$ cat src/rtl/vga_pkg.sv
`default_nettype none
// =====================================================================
// vga_pkg : video timing sets and helpers shared by the scanout blocks
// Revision 1.0 - initial release
// =====================================================================
package vga_pkg;

  localparam int HCNT_W = 11;
  localparam int VCNT_W = 10;

  typedef enum logic [1:0] {
    MODE_640X480  = 2'd0,
    MODE_800X600  = 2'd1,
    MODE_1024X768 = 2'd2
  } vga_mode_t;

  typedef struct packed {
    int h_vis;
    int h_fp;
    int h_sync;
    int h_bp;
    int v_vis;
    int v_fp;
    int v_sync;
    int v_bp;
  } vga_timing_t;

  localparam vga_timing_t VGA_640X480 = '{
    h_vis: 640, h_fp: 16, h_sync: 96, h_bp: 48,
    v_vis: 480, v_fp: 10, v_sync: 2, v_bp: 33
  };

  localparam vga_timing_t VGA_800X600 = '{
    h_vis: 800, h_fp: 40, h_sync: 128, h_bp: 88,
    v_vis: 600, v_fp: 1, v_sync: 4, v_bp: 23
  };

  localparam vga_timing_t VGA_1024X768 = '{
    h_vis: 1024, h_fp: 24, h_sync: 136, h_bp: 160,
    v_vis: 768, v_fp: 3, v_sync: 6, v_bp: 29
  };

  function automatic int total(input int vis, input int fp, input int sync, input int bp);
    return vis + fp + sync + bp;
  endfunction

  function automatic vga_timing_t timing_of(input vga_mode_t mode);
    case (mode)
      MODE_800X600:  return VGA_800X600;
      MODE_1024X768: return VGA_1024X768;
      default:       return VGA_640X480;
    endcase
  endfunction

endpackage
`default_nettype wire

$ cat src/rtl/vga_scanout_if.sv
`default_nettype none
// =====================================================================
// vga_scanout_if : pixel fetch bus between scanout and framebuffer
// Revision 1.0 - initial release
// =====================================================================
interface vga_scanout_if
  import vga_pkg::*;
#(
  parameter int BPC = 4
) ();

  logic [HCNT_W-1:0] x;
  logic [VCNT_W-1:0] y;
  logic              fetch_de;
  logic [3*BPC-1:0]  pix;

  modport master (output x, output y, output fetch_de, input pix);
  modport slave  (input x, input y, input fetch_de, output pix);

endinterface
`default_nettype wire

$ cat src/rtl/vga_delay.sv
`default_nettype none
// =====================================================================
// vga_delay : clock-enabled shift register, DEPTH stages of WIDTH bits
// Revision 1.0 - initial release
// =====================================================================
module vga_delay #(
  parameter int DEPTH = 2,
  parameter int WIDTH = 4
) (
  input  logic             clock,
  input  logic             reset,
  input  logic             ce,
  input  logic [WIDTH-1:0] din,
  output logic [WIDTH-1:0] dout
);

  logic [WIDTH-1:0] stage_q [DEPTH];
  logic [WIDTH-1:0] stage_d [DEPTH];

  always_comb begin
    stage_d = stage_q;
    if (ce) begin
      stage_d[0] = din;
      for (int i = 1; i < DEPTH; i++) begin
        stage_d[i] = stage_q[i-1];
      end
    end
  end

  always_ff @(posedge clock or posedge reset) begin
    if (reset) begin
      for (int i = 0; i < DEPTH; i++) begin
        stage_q[i] <= '0;
      end
    end else begin
      stage_q <= stage_d;
    end
  end

  assign dout = stage_q[DEPTH-1];

endmodule
`default_nettype wire

$ cat src/rtl/vga_scanout.sv
`default_nettype none
// =====================================================================
// vga_scanout : parametrised VGA timing, framebuffer fetch, aligned RGB
// Revision 1.0 - initial release
// =====================================================================
module vga_scanout
  import vga_pkg::*;
#(
  parameter int H_VIS  = VGA_640X480.h_vis,
  parameter int H_FP   = VGA_640X480.h_fp,
  parameter int H_SYNC = VGA_640X480.h_sync,
  parameter int H_BP   = VGA_640X480.h_bp,
  parameter int V_VIS  = VGA_640X480.v_vis,
  parameter int V_FP   = VGA_640X480.v_fp,
  parameter int V_SYNC = VGA_640X480.v_sync,
  parameter int V_BP   = VGA_640X480.v_bp,
  parameter int HS_POL = 0,
  parameter int VS_POL = 0,
  parameter int BPC    = 4,
  parameter int LAT    = 2
) (
  input  logic           clock,
  input  logic           reset,
  input  logic           ce,
  vga_scanout_if.master  fb,
  output logic [BPC-1:0] r,
  output logic [BPC-1:0] g,
  output logic [BPC-1:0] b,
  output logic           hs,
  output logic           vs,
  output logic           de,
  output logic           frame
);

  localparam int H_TOTAL = total(H_VIS, H_FP, H_SYNC, H_BP);
  localparam int V_TOTAL = total(V_VIS, V_FP, V_SYNC, V_BP);

  // One bit wider than the counters so a 2048/1024 total still compares cleanly
  localparam logic [HCNT_W:0]   H_VIS_C  = (HCNT_W+1)'(H_VIS);
  localparam logic [HCNT_W:0]   HS_BEG   = (HCNT_W+1)'(H_VIS + H_FP);
  localparam logic [HCNT_W:0]   HS_END   = (HCNT_W+1)'(H_VIS + H_FP + H_SYNC);
  localparam logic [VCNT_W:0]   V_VIS_C  = (VCNT_W+1)'(V_VIS);
  localparam logic [VCNT_W:0]   VS_BEG   = (VCNT_W+1)'(V_VIS + V_FP);
  localparam logic [VCNT_W:0]   VS_END   = (VCNT_W+1)'(V_VIS + V_FP + V_SYNC);
  localparam logic [HCNT_W-1:0] H_LAST   = HCNT_W'(H_TOTAL - 1);
  localparam logic [VCNT_W-1:0] V_LAST   = VCNT_W'(V_TOTAL - 1);
  localparam logic              HS_ACT   = (HS_POL != 0);
  localparam logic              VS_ACT   = (VS_POL != 0);

  if (H_TOTAL > 2048 || V_TOTAL > 1024) begin : g_bad_total
    $error("vga_scanout: H_TOTAL/V_TOTAL exceed the 11/10-bit counter range");
  end
  if (LAT < 1 || LAT > 8) begin : g_bad_lat
    $error("vga_scanout: LAT must be within 1..8");
  end

  logic [HCNT_W-1:0] hcnt_q, hcnt_d;
  logic [VCNT_W-1:0] vcnt_q, vcnt_d;

  always_comb begin
    hcnt_d = hcnt_q;
    vcnt_d = vcnt_q;
    if (ce) begin
      if (hcnt_q == H_LAST) begin
        hcnt_d = '0;
        vcnt_d = (vcnt_q == V_LAST) ? '0 : vcnt_q + 1'b1;
      end else begin
        hcnt_d = hcnt_q + 1'b1;
      end
    end
  end

  always_ff @(posedge clock or posedge reset) begin
    if (reset) begin
      hcnt_q <= '0;
      vcnt_q <= '0;
    end else begin
      hcnt_q <= hcnt_d;
      vcnt_q <= vcnt_d;
    end
  end

  logic [HCNT_W:0] w_h;
  logic [VCNT_W:0] w_v;
  logic            w_fetch_de;
  logic            w_hs_raw;
  logic            w_vs_raw;
  logic            w_frame_raw;

  assign w_h         = {1'b0, hcnt_q};
  assign w_v         = {1'b0, vcnt_q};
  assign w_fetch_de  = (w_h < H_VIS_C) && (w_v < V_VIS_C);
  assign w_hs_raw    = (w_h >= HS_BEG) && (w_h < HS_END);
  assign w_vs_raw    = (w_v >= VS_BEG) && (w_v < VS_END);
  assign w_frame_raw = (hcnt_q == '0) && (vcnt_q == '0);

  assign fb.fetch_de = w_fetch_de;
  assign fb.x        = w_fetch_de ? hcnt_q : '0;
  assign fb.y        = w_fetch_de ? vcnt_q : '0;

  // Delayed flags are active-high: {frame, vs, hs, de}; polarity applied at the pins
  logic [3:0] w_dly;

  vga_delay #(
    .DEPTH (LAT),
    .WIDTH (4)
  ) u_delay (
    .clock (clock),
    .reset (reset),
    .ce    (ce),
    .din   ({w_frame_raw, w_vs_raw, w_hs_raw, w_fetch_de}),
    .dout  (w_dly)
  );

  logic [BPC-1:0] r_q, r_d, g_q, g_d, b_q, b_d;
  logic           hs_q, hs_d, vs_q, vs_d, de_q, de_d, frame_q, frame_d;

  always_comb begin
    r_d     = r_q;
    g_d     = g_q;
    b_d     = b_q;
    hs_d    = hs_q;
    vs_d    = vs_q;
    de_d    = de_q;
    frame_d = frame_q;
    if (ce) begin
      de_d    = w_dly[0];
      hs_d    = w_dly[1] ? HS_ACT : ~HS_ACT;
      vs_d    = w_dly[2] ? VS_ACT : ~VS_ACT;
      frame_d = w_dly[3];
      if (w_dly[0]) begin
        {r_d, g_d, b_d} = fb.pix;
      end else begin
        {r_d, g_d, b_d} = '0;
      end
    end
  end

  always_ff @(posedge clock or posedge reset) begin
    if (reset) begin
      r_q     <= '0;
      g_q     <= '0;
      b_q     <= '0;
      hs_q    <= ~HS_ACT;
      vs_q    <= ~VS_ACT;
      de_q    <= 1'b0;
      frame_q <= 1'b0;
    end else begin
      r_q     <= r_d;
      g_q     <= g_d;
      b_q     <= b_d;
      hs_q    <= hs_d;
      vs_q    <= vs_d;
      de_q    <= de_d;
      frame_q <= frame_d;
    end
  end

  assign r     = r_q;
  assign g     = g_q;
  assign b     = b_q;
  assign hs    = hs_q;
  assign vs    = vs_q;
  assign de    = de_q;
  assign frame = frame_q;

endmodule
`default_nettype wire

$ cat src/flat_wrapper.sv
// flat-port wrapper written by rule: the top's interface ports become plain ports
module vga_scanout_flat import vga_pkg::*;
#(
  parameter int H_VIS  = VGA_640X480.h_vis,
  parameter int H_FP   = VGA_640X480.h_fp,
  parameter int H_SYNC = VGA_640X480.h_sync,
  parameter int H_BP   = VGA_640X480.h_bp,
  parameter int V_VIS  = VGA_640X480.v_vis,
  parameter int V_FP   = VGA_640X480.v_fp,
  parameter int V_SYNC = VGA_640X480.v_sync,
  parameter int V_BP   = VGA_640X480.v_bp,
  parameter int HS_POL = 0,
  parameter int VS_POL = 0,
  parameter int BPC    = 4,
  parameter int LAT    = 2
)
  (clock, reset, ce, r, g, b, hs, vs, de, frame, fb_x, fb_y, fb_fetch_de, fb_pix);
  vga_scanout_if #(.BPC(BPC)) fb_i ();
  input  logic clock;
  input  logic reset;
  input  logic ce;
  output logic [BPC-1:0] r;
  output logic [BPC-1:0] g;
  output logic [BPC-1:0] b;
  output logic hs;
  output logic vs;
  output logic de;
  output logic frame;
  output wire logic [$bits(fb_i.x)-1:0] fb_x;
  output wire logic [$bits(fb_i.y)-1:0] fb_y;
  output wire logic [$bits(fb_i.fetch_de)-1:0] fb_fetch_de;
  input wire logic [$bits(fb_i.pix)-1:0] fb_pix;
  assign fb_x = fb_i.x;
  assign fb_y = fb_i.y;
  assign fb_fetch_de = fb_i.fetch_de;
  assign fb_i.pix = fb_pix;
  vga_scanout #(.H_VIS(H_VIS), .H_FP(H_FP), .H_SYNC(H_SYNC), .H_BP(H_BP), .V_VIS(V_VIS), .V_FP(V_FP), .V_SYNC(V_SYNC), .V_BP(V_BP), .HS_POL(HS_POL), .VS_POL(VS_POL), .BPC(BPC), .LAT(LAT)) u_core (.clock(clock), .reset(reset), .ce(ce), .fb(fb_i), .r(r), .g(g), .b(b), .hs(hs), .vs(vs), .de(de), .frame(frame));
endmodule
$ cat config.mk
export PLATFORM = sky130hd
export DESIGN_NAME = vga_scanout_flat
export DESIGN_NICKNAME = d
export VERILOG_FILES = /design/src/rtl/vga_pkg.sv /design/src/rtl/vga_scanout_if.sv /design/src/rtl/vga_delay.sv /design/src/rtl/vga_scanout.sv /design/src/flat_wrapper.sv
export SDC_FILE = /design/constraint.sdc
export NUM_CORES = 1
export LEC_CHECK = 0
export ABC_AREA = 1
export CORE_ASPECT_RATIO = 1.2
export CORE_MARGIN = 1
export CORE_UTILIZATION = 35
export DETAILED_ROUTE_END_ITERATION = 7
export SLEW_MARGIN = 20
export SYNTH_ARGS = -nofsm -noshare
export SYNTH_HDL_FRONTEND = slang
export SYNTH_SLANG_ARGS = --single-unit
export TNS_END_PERCENT = 50
$ cat constraint.sdc
create_clock -name clock -period 1.5 [get_ports clock]
set_clock_uncertainty 0.15 [all_clocks]
set_input_delay 0.375 -clock clock [delete_from_list [all_inputs] [get_ports clock]]
set_output_delay 0.375 -clock clock [all_outputs]
set_load 0.1 [all_outputs]
==> results of run 1 <==
-- cell usage in the layout (no fill, tap or decap), drive strengths merged --
cell type	instances
nand2	85
dfstp	2
xor2	4
buf	89
bufinv	1
inv	38
nand4	6
nand3	32
a21oi	1
a31oi	1
clkinv	1
o21ai	25
dfrtp	43
clkbuf	6
ha	5
clkdlybuf4s50	13
dlygate4sd2	1
nand3b	2
nor2	40
o211ai	1
clkinvlp	1
nor3	12
conb	2
-- critical path, delay by kind of cell (launching register included) --
family | cells | cell delay [ns]
DFF | 1 | 0.41
buffers and inverters | 3 | 0.39
and+or+nand+nor | 3 | 0.33
AOI/OAI and AO/OA | 1 | 0.17
-- path summary, 6_finish.rpt --
| path | depth (start not counted) | slack (ns) | end | start |
|---|---|---|---|---|
| max | 7 | -0.62 | fb_x[9] | u_core.hcnt_q[8] |
| min | 1 | 0.29 | u_core.hs | u_core.u_delay.dout[1] |
| max reg2reg | 8 | -0.17 | u_core.vcnt_q[9] | u_core.hcnt_q[0] |
| min reg2reg | 1 | 0.29 | u_core.hs | u_core.u_delay.dout[1] |
| max in group asynchronous | 3 | 0.65 | u_core.vs | reset |
| min in group asynchronous | 3 | 0.31 | u_core.u_delay.stage_q[5] | reset |
-- final cells by class --
type / instances / area share (%)
Inverter: 38 / 3.90
Clock buffer: 6 / 1.78
Timing Repair inverter: 1 / 0.277
Multi-Input combinational cell: 216 / 31.3
Sequential cell: 45 / 27.8
Tap cell: 85 / 2.61
Timing Repair Buffer: 103 / 31.6
Clock inverter: 2 / 0.860
-- per-stage QoR --
step	utilization (%)	hold slack [ns]	std cells
floorplan	-	0.235	310
global placement	58.4	0.266	481
detailed placement	58.4	0.278	481
CTS	61.4	0.291	492
global route	62.8	0.309	496
finish	62.8	0.285	496
-- cell families (layout without fill, tap and decap cells) --
kind of cell	count (synthesis)	count (layout)	synth area share, %
adders and majority gates	5	5	2.64
buffers and inverters	49	150	9.23
AOI/OAI and AO/OA	28	28	6.07
and+or+nand+nor	177	177	32.9
other	1	2	0.158
DFF	45	45	47.6
xor gates and xnor gates	4	4	1.48
-- state kept, by name, indices dropped and copies added (netlist names) --
name,count
u_core.hs,1
u_core.b,4
u_core.r,4
u_core.hcnt_q,11
u_core.vs,1
u_core.g,4
u_core.u_delay.stage_q,4
u_core.de,1
u_core.vcnt_q,10
u_core.frame,1
u_core.u_delay.dout,4
-- where the power goes --
part / total [mW] / internal, mW / switching [mW]
combinational: 0.950 / 0.390 / 0.560
sequential: 1.42 / 1.32 / 0.103
clock: 0.900 / 0.495 / 0.405
-- metal layers --
metal,up-vias,global-route usage (%),share of wire (%)
li1,1178,-,-
met1,1083,23.4,44
met2,49,29.9,51
met3,6,3.48,3.6
met4,0,4.72,0.97
met5,-,0,0
-- timing repair --
action                                  in CTS  in global routing
gates resized for setup                     14                 19
gates cloned                                 1                  0
endpoints found under the setup margin      41                 43
buffers inserted                             3                  5
hold buffers                                 0                  0
pin swaps                                    4                  7
==> metrics.csv, run 1 <==
metric,value,unit
synthTopCellsByCount,"84 x nand2_1, 43 x dfrtp_1, 36 x nor2_1",
core,6490,sq um
first_global_vias,2140,
synth_area,2370,sq um
grt_max_degree,33,
ant_nets,0,
hold_class,flip-flop to flip-flop,
required,0.97,ns
postPlaceCellArea,3790,sq um
viasPerCell,4.67,
hold_viol,0,
slowest_delay,0.41,ns
synth_edf_count,0,
n_antenna_cell,0,
period_needed,2.12,ns
avgRoutedWirePerCell,12.6,um
cts_buffers,5,
dp_hpwl,4460,um
synthFlopType,dfrtp_1,
cts_sinks,45,
grt_pass1_wl,10100,um
vias,2316,
finalPower,3.27,mW
cp_common_cell,nor2_4,
gp_congestion,0.886,
layout_setup_ws,-0.621,ns
crit_chain,"o21ai_2, nand3_2, nor2_4, buf_6, inv_12, nor2_4, buf_12",
fmax,0.471,GHz
cts_max_level,2,
grt_antenna_before_repair,0,
power.density,803,nW/um^2
insertion_delay,0.30,ns
syn_inst,309,
pin_count,53,
rows,32,
slew_viol_final,0,
period_share,141,%
critPathLaunchType,flip-flop,
finalSetupViolations,40,
io_buffers,50,
final_layout_size_suffix_gt1_share,38.0,%
dr.pass1.iters,4,
synth_async_sr_flop_share,100,%
p_leak,1.88,nW
ys_ff_latch,45,
syn_to_final_growth,71.6,%
fillers,548,
path_class,flip-flop to output port,
yosys_warnings,0,
track_usage,17.9,%
cts.reportedPaths.clkPinSlew,0.08,ns
seq_area,1130,sq um
cts_buffer_depth,2,
cp-end-kind,output port,
root_buffer,clkbuf_8,
cts_tree,done,
yosysTopAreaCell,dfrtp_1,
initialDrtViolationCount,88,
wl,6260,um
cp_max_fo,10,
final_area,4070,sq um
yosysUniqueCellTypes,28,
status,"finished, violations left",
violations,negative setup slack,
tns,-14.10,ns
synth.yosys.seq_area_share,47.6,%
cp.arrival,1.60,ns
drcViolationCount,0,
rsz0062_at_grt,yes,
overflow,0,
start_util,36.6,%
max_cap_violations,0,
die_w,77.2,um
syn_avg_cell_area,7.68,sq um
die_y,92.2,um
synth_area_leaders,"dfrtp_1 45%, nand2_1 13%, nand3_1 6.5%, nor2_1 5.7%, inv_1 4.6%",
multi_input_comb_area,1270,sq um
nets,430,
cp_slowest_cell,dfrtp_1,
post-place-ws,-0.488,ns
synth_top_area_share,45.4,%
die-area,7110,sq um
yosysMostFrequentCell,nand2_1,
ir_worst_vdd,0.000515,V
Power figures use the tool's default switching activity.
==> run 2: changes to the inputs <==
--- a/config.mk
+++ b/config.mk
@@ -6,7 +6,7 @@
 export NUM_CORES = 1
 export LEC_CHECK = 0
 export ABC_AREA = 1
-export CORE_ASPECT_RATIO = 1.2
+export CAP_MARGIN = 0
 export CORE_MARGIN = 1
 export CORE_UTILIZATION = 35
 export DETAILED_ROUTE_END_ITERATION = 7
==> metrics.csv, run 2 (synthesized netlist as in run 1, its figures left out) <==
metric,value,unit
hold_buffers,0,
avgRoutedWirePerCell,12.9,um
finalSetupViolations,37,
rows,29,
pin_count,53,
ant_nets,0,
nets,426,
final_cell_mix,"80 x nand2_1, 43 x dfrtp_1, 42 x buf_4, 38 x buf_12, 28 x nand3_1",
cp-end-kind,output port,
clock_power_share,25.3,%
initialDrtViolationCount,126,
io_buffers,50,
period_needed,2.12,ns
syn_to_final_growth,69.9,%
critPathLaunchType,flip-flop,
insertion_delay,0.30,ns
cts.reportedPaths.clkPinSlew,0.09,ns
status,"finished, violations left",
top_regs,"u_core.hcnt_q x11, u_core.vcnt_q x10",
first_global_vias,2201,
rsz0062_at_grt,yes,
p_leak,1.86,nW
hold_class,flip-flop to flip-flop,
overflow,0,
track_usage,18.3,%
min_path_cells,1,
final_layout_size_suffix_gt1_share,36.6,%
wl,6250,um
violations,"design-rule violations, negative setup slack",
cp.arrival,1.60,ns
die-area,7110,sq um
seq_area,1130,sq um
final_area,4030,sq um
fmax,0.472,GHz
die_w,84.3,um
cts_max_level,2,
core,6460,sq um
fillers,519,
share_comb_of_total_power,29.7,%
vias,2329,
viasPerCell,4.81,
layout_setup_ws,-0.621,ns
path_class,flip-flop to output port,
finalCoreUtilization,62.4,%
max_cap_violations,0,
final_common_cell,nand2_1,
postPlaceCellArea,3790,sq um
n_antenna_cell,0,
largest_reg_flops,11,
post-place-ws,-0.435,ns
cts_buffers,5,
top_register,u_core.hcnt_q,
reg2reg_from,u_core.hcnt_q[0],
required,0.97,ns
grt_max_degree,28,
holdCritStartpoint,u_core.u_delay.dout[2],
cts_sinks,45,
seqPwrFrac,45.0,%
internal-power,2.03,mW
root_buffer,clkbuf_8,
hold_viol,0,
grt_antenna_before_repair,0,
dp_hpwl,4470,um
p_sw_share,35.2,%
multi_input_comb_area,1270,sq um
whs_endpoint,u_core.vs,
cts_buffer_depth,2,
ir_worst_vdd,0.000642,V
die_y,84.3,um
p_sw,1.10,mW
slew_viol_final,0,
gp_congestion,0.896,
start_util,36.7,%
cts_tree,done,
r2r_end,u_core.vcnt_q[6],
grt_pass1_wl,10400,um
cp_max_fo,9,
drcViolationCount,7,
r2r_cells,8,
r2r_slack,-0.14,ns
dr.pass1.iters,7,
power.density,776,nW/um^2
period_share,141,%
## run 2: how the worst max path moves through the flow
stage,startpoint,end,slack (ns),cells past startpoint
floorplan,u_core.hcnt_q[8],fb_x[0],-1.14,6
global route,u_core.hcnt_q[8],fb_x[6],-0.72,7
detailed placement,ce,u_core.hcnt_q[7],-0.43,7
global placement,ce,u_core.hcnt_q[7],-0.41,7
finish,u_core.hcnt_q[8],fb_y[0],-0.62,7
CTS,u_core.hcnt_q[8],fb_x[8],-0.61,7
## run 2: worst max-delay path, cell delays in order, from the launching register on
cell	delay (ns)
dfrtp_1	0.39
o21ai_1	0.15
nand3_1	0.12
nor2_4	0.12
buf_4	0.17
inv_12	0.07
nor2_4	0.10
buf_12	0.18
## run 2: power groups by stage
| stage | registers, mW | logic, mW | clock network (mW) |
|---|---|---|---|
| finish | 1.41 | 0.929 | 0.792 |
| global route | 1.42 | 1.02 | 0.859 |
| CTS | 1.40 | 0.898 | 0.820 |
| detailed placement | 1.43 | 0.863 | 0 |
| global placement | 1.43 | 0.852 | 0 |
| floorplan | 1.46 | 0.460 | 0 |
## run 2: repair_timing
action                                  CTS  global route
buffers inserted                          2             1
gates resized for setup                  16            15
cloned                                    1             0
endpoints found under the setup margin   42            43
pin swaps                                 6             6
## run 2: per-stage QoR
step	setup TNS, ns	total power, mW	std cells	hold slack [ns]
after CTS	-12.83	3.12	483	0.282
after floorplan	-20.15	1.92	310	0.235
after global placement	-14.74	2.28	472	0.262
after global routing	-16.94	3.30	484	0.298
final	-13.40	3.13	484	0.279
after detailed placement	-16.79	2.29	472	0.268
## run 2: layer usage
| metal | vias to the layer above | part of all wire (%) | GRT usage [%] |
|---|---|---|---|
| li1 | 1174 | - | - |
| met1 | 1062 | 46 | 26.6 |
| met2 | 87 | 46 | 28.5 |
| met3 | 6 | 6.5 | 3.05 |
| met4 | 0 | 1.5 | 5.08 |
| met5 | - | 0 | 0 |
## run 2: area by class of cell
type,instances,share of cell area [%]
inverters,38,3.94
repair inverters,1,0.403
clock inverters,3,0.621
flip-flops and latches,45,28.0
clock buffers,5,1.71
well taps,77,2.39
repair buffers,99,31.5
multi-input cells,216,31.4
==> run 3: changes to the inputs <==
--- a/config.mk
+++ b/config.mk
@@ -13,5 +13,6 @@
 export SLEW_MARGIN = 20
 export SYNTH_ARGS = -nofsm -noshare
 export SYNTH_HDL_FRONTEND = slang
+export SYNTH_HIERARCHICAL = 1
 export SYNTH_SLANG_ARGS = --single-unit
 export TNS_END_PERCENT = 50
==> metrics.csv, run 3 <==
metric,value,unit
status,"finished, violations left",
violations,"design-rule violations, negative setup slack",
grt_pass1_wl,10500,um
wl,6220,um
grt_antenna_before_repair,0,
hold_buffers,0,
syn_avg_cell_area,7.50,sq um
power.density,1800,nW/um^2
insertion_delay,0.31,ns
slew_viol_final,0,
largest_reg_flops,11,
synth_async_sr_flop_share,100,%
finalSetupViolations,38,
pin_count,53,
fmax,0.458,GHz
synth_edf_count,0,
cts_buffer_depth,2,
die_y,84.8,um
dr.pass1.iters,6,
fillers,547,
die-area,7200,sq um
synth_top_area_share,44.8,%
reg2reg_from,u_core/hcnt_q[1],
io_buffers,50,
syn_to_final_growth,68.7,%
cts_max_level,2,
finalNonFillerCells,489,
worstPathBufferInverterCount,3,
cp-end-kind,output port,
r2r_cells,7,
yosys_warnings,6,
path_class,flip-flop to output port,
cp_max_fo,7,
cts.reportedPaths.clkPinSlew,0.09,ns
ir_worst_vdd,0.00162,V
core,6490,sq um
required,0.97,ns
syn_inst,320,
synth_area_leaders,"dfrtp_1 45%, nand2_1 16%, nand3_1 6.9%, nor2_1 6.1%, inv_1 5.3%",
root_buffer,clkbuf_8,
hold_viol,0,
dp.cells,477,
layout_setup_ws,-0.682,ns
avgRoutedWirePerCell,12.7,um
hold_class,primary input to asynchronous set/reset pin,
final_layout_size_suffix_gt1_share,35.7,%
viasPerCell,4.83,
gp_congestion,0.855,
period_share,145,%
nets,430,
period_needed,2.18,ns
yosysMostFrequentCell,nand2_1,
hold-worst-slack,0.184,ns
crit_family,flip-flops,
cp.arrival,1.66,ns
top_regs,"u_core/hcnt_q x11, u_core/vcnt_q x10",
rsz0062_at_grt,yes,
r2r_end,u_core/hcnt_q[10],
ys_ff_latch,45,
dp_hpwl,4550,um
n_antenna_cell,0,
post-place-ws,-0.385,ns
final_cell_mix,"98 x nand2_1, 42 x dfrtp_1, 40 x buf_12, 39 x buf_4",
synth_area,2400,sq um
slowest_delay,0.40,ns
track_usage,18.1,%
die_w,84.8,um
first_global_vias,2257,
final_common_cell,nand2_1,
cts_buffers,5,
drcViolationCount,7,
ant_nets,0,
critPathLaunchType,flip-flop,
vias,2360,
cts_tree,done,
grt_max_degree,23,
r2r_slack,-0.15,ns
cp_slowest_cell,dfrtp_1,
rows,29,
crit_chain,"nor2_2, o211ai_1, nor2_4, inv_8, buf_12, nor2_4, buf_12",
top_register,u_core/hcnt_q,
p_leak,1.97,nW
yosysUniqueCellTypes,29,
start_util,37.0,%
overflow,0,
synthTopCellsByCount,"100 x nand2_1, 43 x dfrtp_1, 39 x nor2_1",
cts_sinks,45,
synth.yosys.seq_area_share,47.0,%
postPlaceCellArea,3790,sq um
yosysTopAreaCell,dfrtp_1,
synthFlopType,dfrtp_1,
final_area,4050,sq um
initialDrtViolationCount,121,
max_cap_violations,0,
[run 3: cell count changes after synthesis, moves of 3 or more]
cell and change:
inv_2 -5, nor2_1 +3, nand4_1 +3, nor3_2 -3, inv_1 +5, nand2_1 +16
nor3_1 -5, o21ai_1 -9
[run 3: worst max-delay path by stage]
stage                            startpoint                 to  slack [ns]  cells after the start
after global routing       u_core/vcnt_q[9]            fb_y[6]       -0.76                      7
final                      u_core/vcnt_q[9]            fb_y[4]       -0.68                      7
after floorplan            u_core/hcnt_q[9]            fb_x[9]       -1.14                      6
after CTS                  u_core/vcnt_q[9]            fb_y[6]       -0.71                      7
after global placement                   ce  u_core/hcnt_q[10]       -0.35                      6
after detailed placement  u_core/hcnt_q[10]            fb_x[9]       -0.38                      7
[run 3: cells by family (layout without fill, tap and decap cells)]
logic type               count (synthesis)  in the layout  share of synthesized area (%)
flip-flops                              45             45                           47.0
AO/OA/AOI/OAI                           18             18                           4.12
other                                    1              2                          0.156
XOR/XNOR                                 4              4                           1.46
AND/OR/NAND/NOR                        196            196                           35.1
buffers and inverters                   52            143                           10.1
adder cells (fa/ha/maj)                  4              4                           2.08
[run 3: layer usage]
layer  part of all wire, %  routed length (um)  global-route usage [%]
met5                     0                   0                       0
met4                   1.6                 100                    4.93
met3                   5.8                 363                    3.79
met2                    47                2950                    29.0
met1                    45                2810                    25.1
[run 3: area by class of cell]
| class | instances | area [sq um] | area share, % |
|---|---|---|---|
| clock buffers | 6 | 82.6 | 2.04 |
| inverters | 37 | 146 | 3.61 |
| repair buffers | 98 | 1290 | 31.9 |
| multi-input cells | 224 | 1260 | 31.2 |
| well taps | 77 | 96.3 | 2.38 |
| flip-flops and latches | 45 | 1130 | 27.9 |
| clock inverters | 2 | 37.5 | 0.927 |
[run 3: metrics by stage]
stage | power [mW] | util (%) | TNS (ns)
global placement | 6.20 | 58.4 | -14.66
global route | 7.65 | 62.4 | -17.76
finish | 7.30 | 62.4 | -14.65
detailed placement | 6.24 | 58.4 | -15.26
floorplan | 4.50 | - | -20.04
CTS | 7.23 | 60.5 | -14.62
[run 3: repair_timing]
item                       4_1_cts  5_1_grt
resized for setup                5       31
pin swaps                        7        9
setup endpoints to repair       35       44
buffers inserted                 0        4
[run 3: report_power, final]
part	total (mW)	leakage [nW]	switching, mW	internal (mW)
combinational	4.57	1.34	2.90	1.67
sequential	1.75	0.567	0.272	1.48
clock	0.978	0.0574	0.437	0.542
total	7.30	1.97	3.61	3.69
